===== src/rtl/pending_req_arbiter.sv =====
// Pending-request arbiter: 16 sticky request bits, one-hot grant held until ack.
// Define ARB_ROUND_ROBIN_EN for round-robin selection; default is fixed priority (bit 0 wins).
module pending_req_arbiter (
  input  logic        clk,
  input  logic        rst,
  input  logic [0:15] req_i,
  input  logic [0:15] en_i,
  input  logic        gnt_ack_i,
  output logic        gnt_valid_o,
  output logic [0:15] gnt_o,
  output logic [0:15] pend_o,
  output logic        ovf_o
);

  typedef enum logic {IDLE, GRANT} state_t;

  state_t      state;
  logic [0:15] pend;
  logic [0:15] elig;
  logic [0:15] clr_mask;
  logic [0:15] sel_oh;
  logic        sel_any;
  logic        ack_acc;

  assign ack_acc  = gnt_valid_o & gnt_ack_i;
  assign clr_mask = ack_acc ? gnt_o : '0;
  assign elig     = pend & en_i;
  assign pend_o   = pend;

`ifdef ARB_ROUND_ROBIN_EN
  logic [0:3] ptr;
  logic [0:3] sel_idx;
  logic [0:3] gnt_idx;

  // Scan from ptr upward; 4-bit index arithmetic wraps 15 -> 0.
  always_comb begin
    sel_oh  = '0;
    sel_idx = '0;
    sel_any = 1'b0;
    for (int i = 0; i < 16; i++) begin
      if (!sel_any && elig[ptr + 4'(i)]) begin
        sel_any              = 1'b1;
        sel_idx              = ptr + 4'(i);
        sel_oh[ptr + 4'(i)]  = 1'b1;
      end
    end
  end
`else
  always_comb begin
    sel_oh  = '0;
    sel_any = 1'b0;
    for (int i = 0; i < 16; i++) begin
      if (!sel_any && elig[i]) begin
        sel_any   = 1'b1;
        sel_oh[i] = 1'b1;
      end
    end
  end
`endif

  always_ff @(posedge clk) begin
    if (rst) begin
      state       <= IDLE;
      pend        <= '0;
      gnt_o       <= '0;
      gnt_valid_o <= 1'b0;
      ovf_o       <= 1'b0;
`ifdef ARB_ROUND_ROBIN_EN
      ptr         <= '0;
      gnt_idx     <= '0;
`endif
    end else begin
      // A new event on the bit being acked survives the clear.
      pend <= (pend & ~clr_mask) | req_i;
      if (|(req_i & pend & ~clr_mask))
        ovf_o <= 1'b1;
      case (state)
        IDLE: begin
          if (sel_any) begin
            gnt_o       <= sel_oh;
            gnt_valid_o <= 1'b1;
            state       <= GRANT;
`ifdef ARB_ROUND_ROBIN_EN
            gnt_idx     <= sel_idx;
`endif
          end
        end
        GRANT: begin
          if (gnt_ack_i) begin
            gnt_o       <= '0;
            gnt_valid_o <= 1'b0;
            state       <= IDLE;
`ifdef ARB_ROUND_ROBIN_EN
            ptr         <= gnt_idx + 4'd1;
`endif
          end
        end
        default: state <= IDLE;
      endcase
    end
  end

endmodule


===== config.mk =====
export PLATFORM = sky130hd
export DESIGN_NAME = pending_req_arbiter
export DESIGN_NICKNAME = d
export VERILOG_FILES = /design/src/rtl/pending_req_arbiter.sv
export SDC_FILE = /design/constraint.sdc
export NUM_CORES = 1
export LEC_CHECK = 0
export CORE_MARGIN = 2
export CORE_UTILIZATION = 45
export DETAILED_ROUTE_END_ITERATION = 8
export PLACE_DENSITY = 0.84
export SYNTH_ARGS = -nofsm -noshare
export SYNTH_HDL_FRONTEND = slang
export SYNTH_SLANG_ARGS = --single-unit

===== constraint.sdc =====
create_clock -name clk -period 3.6 [get_ports clk]
set_input_delay 0.72 -clock clk [delete_from_list [all_inputs] [get_ports clk]]
set_output_delay 0.72 -clock clk [all_outputs]
set_load 0.02 [all_outputs]

==> results.ini, run 1 <==
[run_status]
status = complete, no violations

[floorplanning]
die_area_mm2 = 0.00408
initial_utilization_pct = 47.5
rows = 21
die_h_um = 63.8
die_w_um = 63.8
core-area_mm2 = 0.00339
io_pins = 69

[cts]
clock_sinks = 35
clk_pin_slew_ns = 0.10
cts_tree = done
post_cts_buffers = 0
post_cts_resized = 0
clockBufferDepth = 2
clock_latency_ns = 0.33
cts.hold.buffers_added = 0
htreeDepth = 2
cts_buffers = 5
cts_root_buffer = clkbuf_4

[placement]
port_buffers = 68
gp_congestion = 0.799
placedCellCount = 302
dp_hpwl_um = 3520

[yosys]
seq_area_frac_synth_pct = 43.5
synth.avg_cell_area_um2 = 8.31
synth_cell_type_count = 40
synth_ff_type = dfxtp_1
synthArstFlopShare_pct = 0
syn_nets = 229
ys_ff_latch = 35
synth_enable_flop_cells = 0
syn_area_mm2 = 0.00161
synth_cells = 194
synth_warnings = 0

[global_routing]
grt_use_total_pct = 23.0
antenna_found_initial = 0
grt_pass1_vias = 1581
grt_max_degree = 22
grt_pass1_wl_um = 7310
overflow = 0

[hold_path]
hold_class = reg2reg
holdCritStartpoint = gnt_o[15]

[drt]
drc = 0
antenna_left = 0
viasPerCell = 5.51
routedWlPerCell_um = 14.6
drtIter0Drc = 149
dr.pass1.iters = 4
wirelength_um = 4520
vias = 1709

[sta]
setup_tns_ns = 0
rsz0062_at_grt = no
finalCritPeriodShare_pct = 71.3
setup_viol = 0
worst_slew_pin_slew_ns = 0.558
relSlewSlack_pct = 61.9
fin_skew_ns = 0.00295
fin_crit_ns = 2.57
slew_viol_final = 0
timing.fmax_mhz = 390
hold_viol_final = 0

[run]
drv_cap = 0

[power]
leakagePower_nw = 0.867
p_comb_share_pct = 22.8
seqPwrFrac_pct = 52.7
p_switching_mw = 0.243
intPower_mw = 0.579
clockPowerShare_pct = 24.5
peakVddDrop_v = 0.000256
p_per_area_mw_per_mm2 = 346
swShare_pct = 29.6

[worst_setup_path]
crit_fanout = 10
endpoint = ovf_o
r2r-start = pend_o[9]
arrival_ns = 2.76
rrSetupSlack_ns = 1.55
crit_type = in2reg
r2r_cells = 5
cp-start-kind = input port
cp-startpoint = gnt_ack_i
cp-end-kind = flop
r2r-end = gnt_o[3]
worstPathRequired_ns = 3.79

[layout]
nNetsFinal = 298
insertedDiodeCount = 0
fin_cells = 310
final_layout_size_suffix_gt1_share_pct = 7.20
area_growth_pct = 47.6

[through the flow]
stage	setup WS, ns	total power, mW	hold slack [ns]	instance area (µm²)	util (%)
global placement	0.823	0.626	0.467	2330	68.7
finish	1.03	0.822	0.483	2380	70.2
floorplan	1.47	0.530	0.538	1610	-
detailed placement	0.732	0.629	0.470	2330	68.7
CTS	1.06	0.825	0.484	2380	70.2
global route	0.869	0.867	0.504	2380	70.2
[how the worst min path moves through the flow]
stage / to / cells after the start / slack (ns)
after floorplan: gnt_o[11] / 2 / 0.54
after global placement: gnt_o[1] / 2 / 0.47
after detailed placement: gnt_o[15] / 2 / 0.47
after CTS: gnt_o[15] / 2 / 0.48
after global routing: gnt_o[15] / 2 / 0.50
final: gnt_o[15] / 2 / 0.48
[synth_stat cells, types with 3 or more instances]
| library cell | n | area share, % |
|---|---|---|
| inv_1 | 6 | 1.4 |
| nand3_1 | 19 | 5.9 |
| nor2_1 | 18 | 4.2 |
| nand4_1 | 6 | 2.3 |
| o21ai_0 | 7 | 2.2 |
| nand2_1 | 27 | 6.3 |
| o22ai_1 | 4 | 1.6 |
| clkbuf_1 | 5 | 1.2 |
| a21oi_1 | 22 | 6.8 |
| dfxtp_1 | 35 | 43 |
| nor2b_1 | 3 | 1.2 |
| a22oi_4 | 3 | 4.0 |
| and3_1 | 3 | 1.2 |
[cell usage in the layout (no fill, tap or decap), types with 2 or more instances in the layout]
cell             count
or2_2                2
nor2b_1              3
a31oi_1              2
and3_1               3
o21ba_2              2
clkbuf_4             5
nor2_1              18
nand3_1             19
nand2_1             27
a22oi_4              3
a21oi_1             22
nand4_1              6
o22ai_1              4
dfxtp_1             35
o21ai_0              7
a32o_1               2
or4_1                2
clkbuf_1             2
inv_1                6
a21boi_0             2
o21ai_1              2
and2_1               2
clkdlybuf4s50_1     68
[kinds of logic (layout without fill, tap and decap cells)]
group | after synthesis | in the layout | share of synthesized area (%)
AO/OA/AOI/OAI | 55 | 55 | 24.2
buffers and inverters | 13 | 83 | 3.18
flip-flops | 35 | 35 | 43.5
AND/OR/NAND/NOR | 91 | 91 | 29.1
[state kept, by name, indices dropped and copies added, names as in the netlist]
name	cells
gnt_o	16
pend_o	16
gnt_valid_o	1
ovf_o	1
state	1
[per-layer routing]
| metal | share of wire [%] | GRT usage (%) | vias up |
|---|---|---|---|
| li1 | - | - | 844 |
| met1 | 42 | 30.0 | 772 |
| met2 | 48 | 35.8 | 88 |
| met3 | 8.9 | 6.87 | 5 |
| met4 | 1.1 | 8.15 | 0 |
| met5 | 0 | 0 | - |
[worst max-delay path, stage by stage]
cell             delay, ns
clkdlybuf4s50_1       0.65
and2_1                0.43
a21boi_0              0.18
a2111oi_0             0.59
a41oi_1               0.18
[power by group through the flow]
stage	clock network [mW]	logic (mW)	registers [mW]
floorplan	0	0.0737	0.456
global placement	0	0.184	0.442
detailed placement	0	0.186	0.443
CTS	0.204	0.187	0.434
global route	0.228	0.202	0.437
finish	0.201	0.188	0.434
[layout make-up]
type	instances	area, µm²
fillers	277	1010
multi-input cells	146	860
flip-flops and latches	35	701
repair buffers	69	688
well taps	46	57.6
clock buffers	7	45.0
inverters	6	22.5
clock inverters	1	5.00
Note: power is estimated with default switching activity, not from simulation.
==> inputs of run 2 (changes only) <==
CORE_UTILIZATION = 42   (was 45)
PLACE_DENSITY = 0.8   (was 0.84)
clock period = 2.7 ns   (was 3.6 ns; I/O delays follow)
==> results.ini, run 2 (same netlist as run 1, synthesis figures left out) <==
[sta]
whs_ns = 0.480  ; -0.00305 ns
relSlewSlack_pct = 57.7  ; -4.2 points
hold_viol_final = 0  ; unchanged
rsz0062_at_grt = no
fin_skew_ns = 0.00606  ; +0.00311 ns
setup_tns_ns = 0  ; unchanged
finalCritPeriodShare_pct = 84.3
slew_viol_final = 0  ; unchanged
fin_crit_ns = 2.27
worst_slew_pin_slew_ns = 0.635  ; +0.0772 ns
setup_viol = 0  ; unchanged
timing.fmax_mhz = 440

[worst_setup_path]
arrival_ns = 2.50  ; -0.26 ns
crit_type = in2reg
cp-start-kind = input port
worstPathRequired_ns = 2.93  ; -0.86 ns
cp-end-kind = flop
crit_fanout = 6  ; -4

[layout]
insertedDiodeCount = 0  ; unchanged
nNetsFinal = 307  ; +3.0%
stdcell_area_mm2 = 0.00247  ; +3.9%
fillCellCount = 326  ; +18%
final_common_cell = clkdlybuf4s50_1
final_cell_mix = 68 x clkdlybuf4s50_1, 35 x dfxtp_1, 27 x nand2_1, 22 x a21oi_1, 19 x nand3_1
final_layout_size_suffix_gt1_share_pct = 9.96  ; +2.8 points
area_growth_pct = 53.3

[global_routing]
grtUsageMet2_pct = 35.2  ; -0.58 points
antenna_found_initial = 0  ; unchanged
grt_pass1_wl_um = 7170  ; -1.9%
met1_usage_pct = 28.9  ; -1.0 points
grt_max_degree = 13  ; -41%
grt_pass1_vias = 1524  ; -3.6%
gr-max-usage-layer = met2
grt_use_total_pct = 22.2  ; -0.76 points
overflow = 0  ; unchanged
use_met3_pct = 5.62  ; -1.2 points

[cts]
cts_tree = done
clockBufferDepth = 2  ; unchanged
post_cts_buffers = 0  ; unchanged
clk_pin_slew_ns = 0.07  ; -0.03 ns
cts_buffers = 5  ; unchanged
clock_sinks = 35  ; unchanged
clock_latency_ns = 0.29  ; -0.04 ns
post_cts_resized = 0  ; unchanged
htreeDepth = 2  ; unchanged
cts_root_buffer = clkbuf_8
cts.hold.buffers_added = 0  ; unchanged

[floorplanning]
die_w_um = 65.9  ; +3.3%
core-area_mm2 = 0.00369  ; +8.8%
die_area_mm2 = 0.00435  ; +6.7%
initial_utilization_pct = 43.7  ; -3.9 points
rows = 22  ; +4.8%
io_pins = 69  ; unchanged
die_h_um = 65.9  ; +3.3%

[placement]
dp_hpwl_um = 3550  ; +0.96%
post_dp_cell_area_mm2 = 0.00240  ; +3.0%
gp_congestion = 0.817  ; +2.2%
port_buffers = 68  ; unchanged

[drt]
vias = 1754  ; +2.6%
dr.pass1.iters = 4  ; unchanged
drc = 0  ; unchanged
viasPerCell = 5.50  ; -0.26%
routedWlPerCell_um = 14.7  ; +1.2%
wirelength_um = 4700  ; +4.1%
antenna_left = 0  ; unchanged
drtIter0Drc = 135  ; -9.4%

[power]
leakagePower_nw = 0.921  ; +6.2%
p_per_area_mw_per_mm2 = 482  ; +39%
peakVddDrop_v = 0.000312  ; +22%

[hold_path]
hold_class = reg2reg

[run_status]
status = complete, no violations

[run]
drv_cap = 0  ; unchanged

==> run 2: routing by layer <==
metal	wire length (µm)	part of all wire, %
met5	0	0
met4	88	1.9
met3	331	7.0
met2	2160	46
met1	2120	45
==> run 2: worst max-delay path, stage by stage <==
cell and delay [ns]:
clkdlybuf4s50_1 0.46, a22oi_4 0.26, nand4_4 0.17, or4b_1 0.51, or4_1 0.48, o21ai_1 0.08
==> run 2: through the flow <==
step / worst slack (ns) / power, mW / utilization, % / instances
after floorplan: 0.745 / 0.706 / - / 194
after global placement: 0.184 / 0.848 / 65.0 / 313
after detailed placement: 0.150 / 0.852 / 65.0 / 313
after CTS: 0.450 / 1.19 / 67.0 / 319
after global routing: 0.318 / 1.24 / 67.0 / 319
final: 0.425 / 1.19 / 67.0 / 319
==> run 2: layout make-up <==
cell class	instances	area, µm²	area share [%]
repair buffers	78	756	30.6
inverters	6	22.5	0.911
clock buffers	6	72.6	2.94
well taps	48	60.1	2.43
flip-flops and latches	35	701	28.4
multi-input cells	146	860	34.8
==> run 2: worst paths after layout <==
| kind | from | end | slack [ns] | cells after the start |
|---|---|---|---|---|
| hold reg to reg | gnt_o[15] | gnt_o[15] | 0.48 | 2 |
| setup / recovery | en_i[1] | gnt_o[11] | 0.43 | 6 |
| hold / removal | gnt_o[15] | gnt_o[15] | 0.48 | 2 |
| setup reg to reg | pend_o[1] | gnt_o[11] | 0.76 | 5 |
==> run 2: power breakdown <==
part	internal [mW]	switching (mW)
registers	0.542	0.0338
clock network	0.172	0.175
logic	0.139	0.128
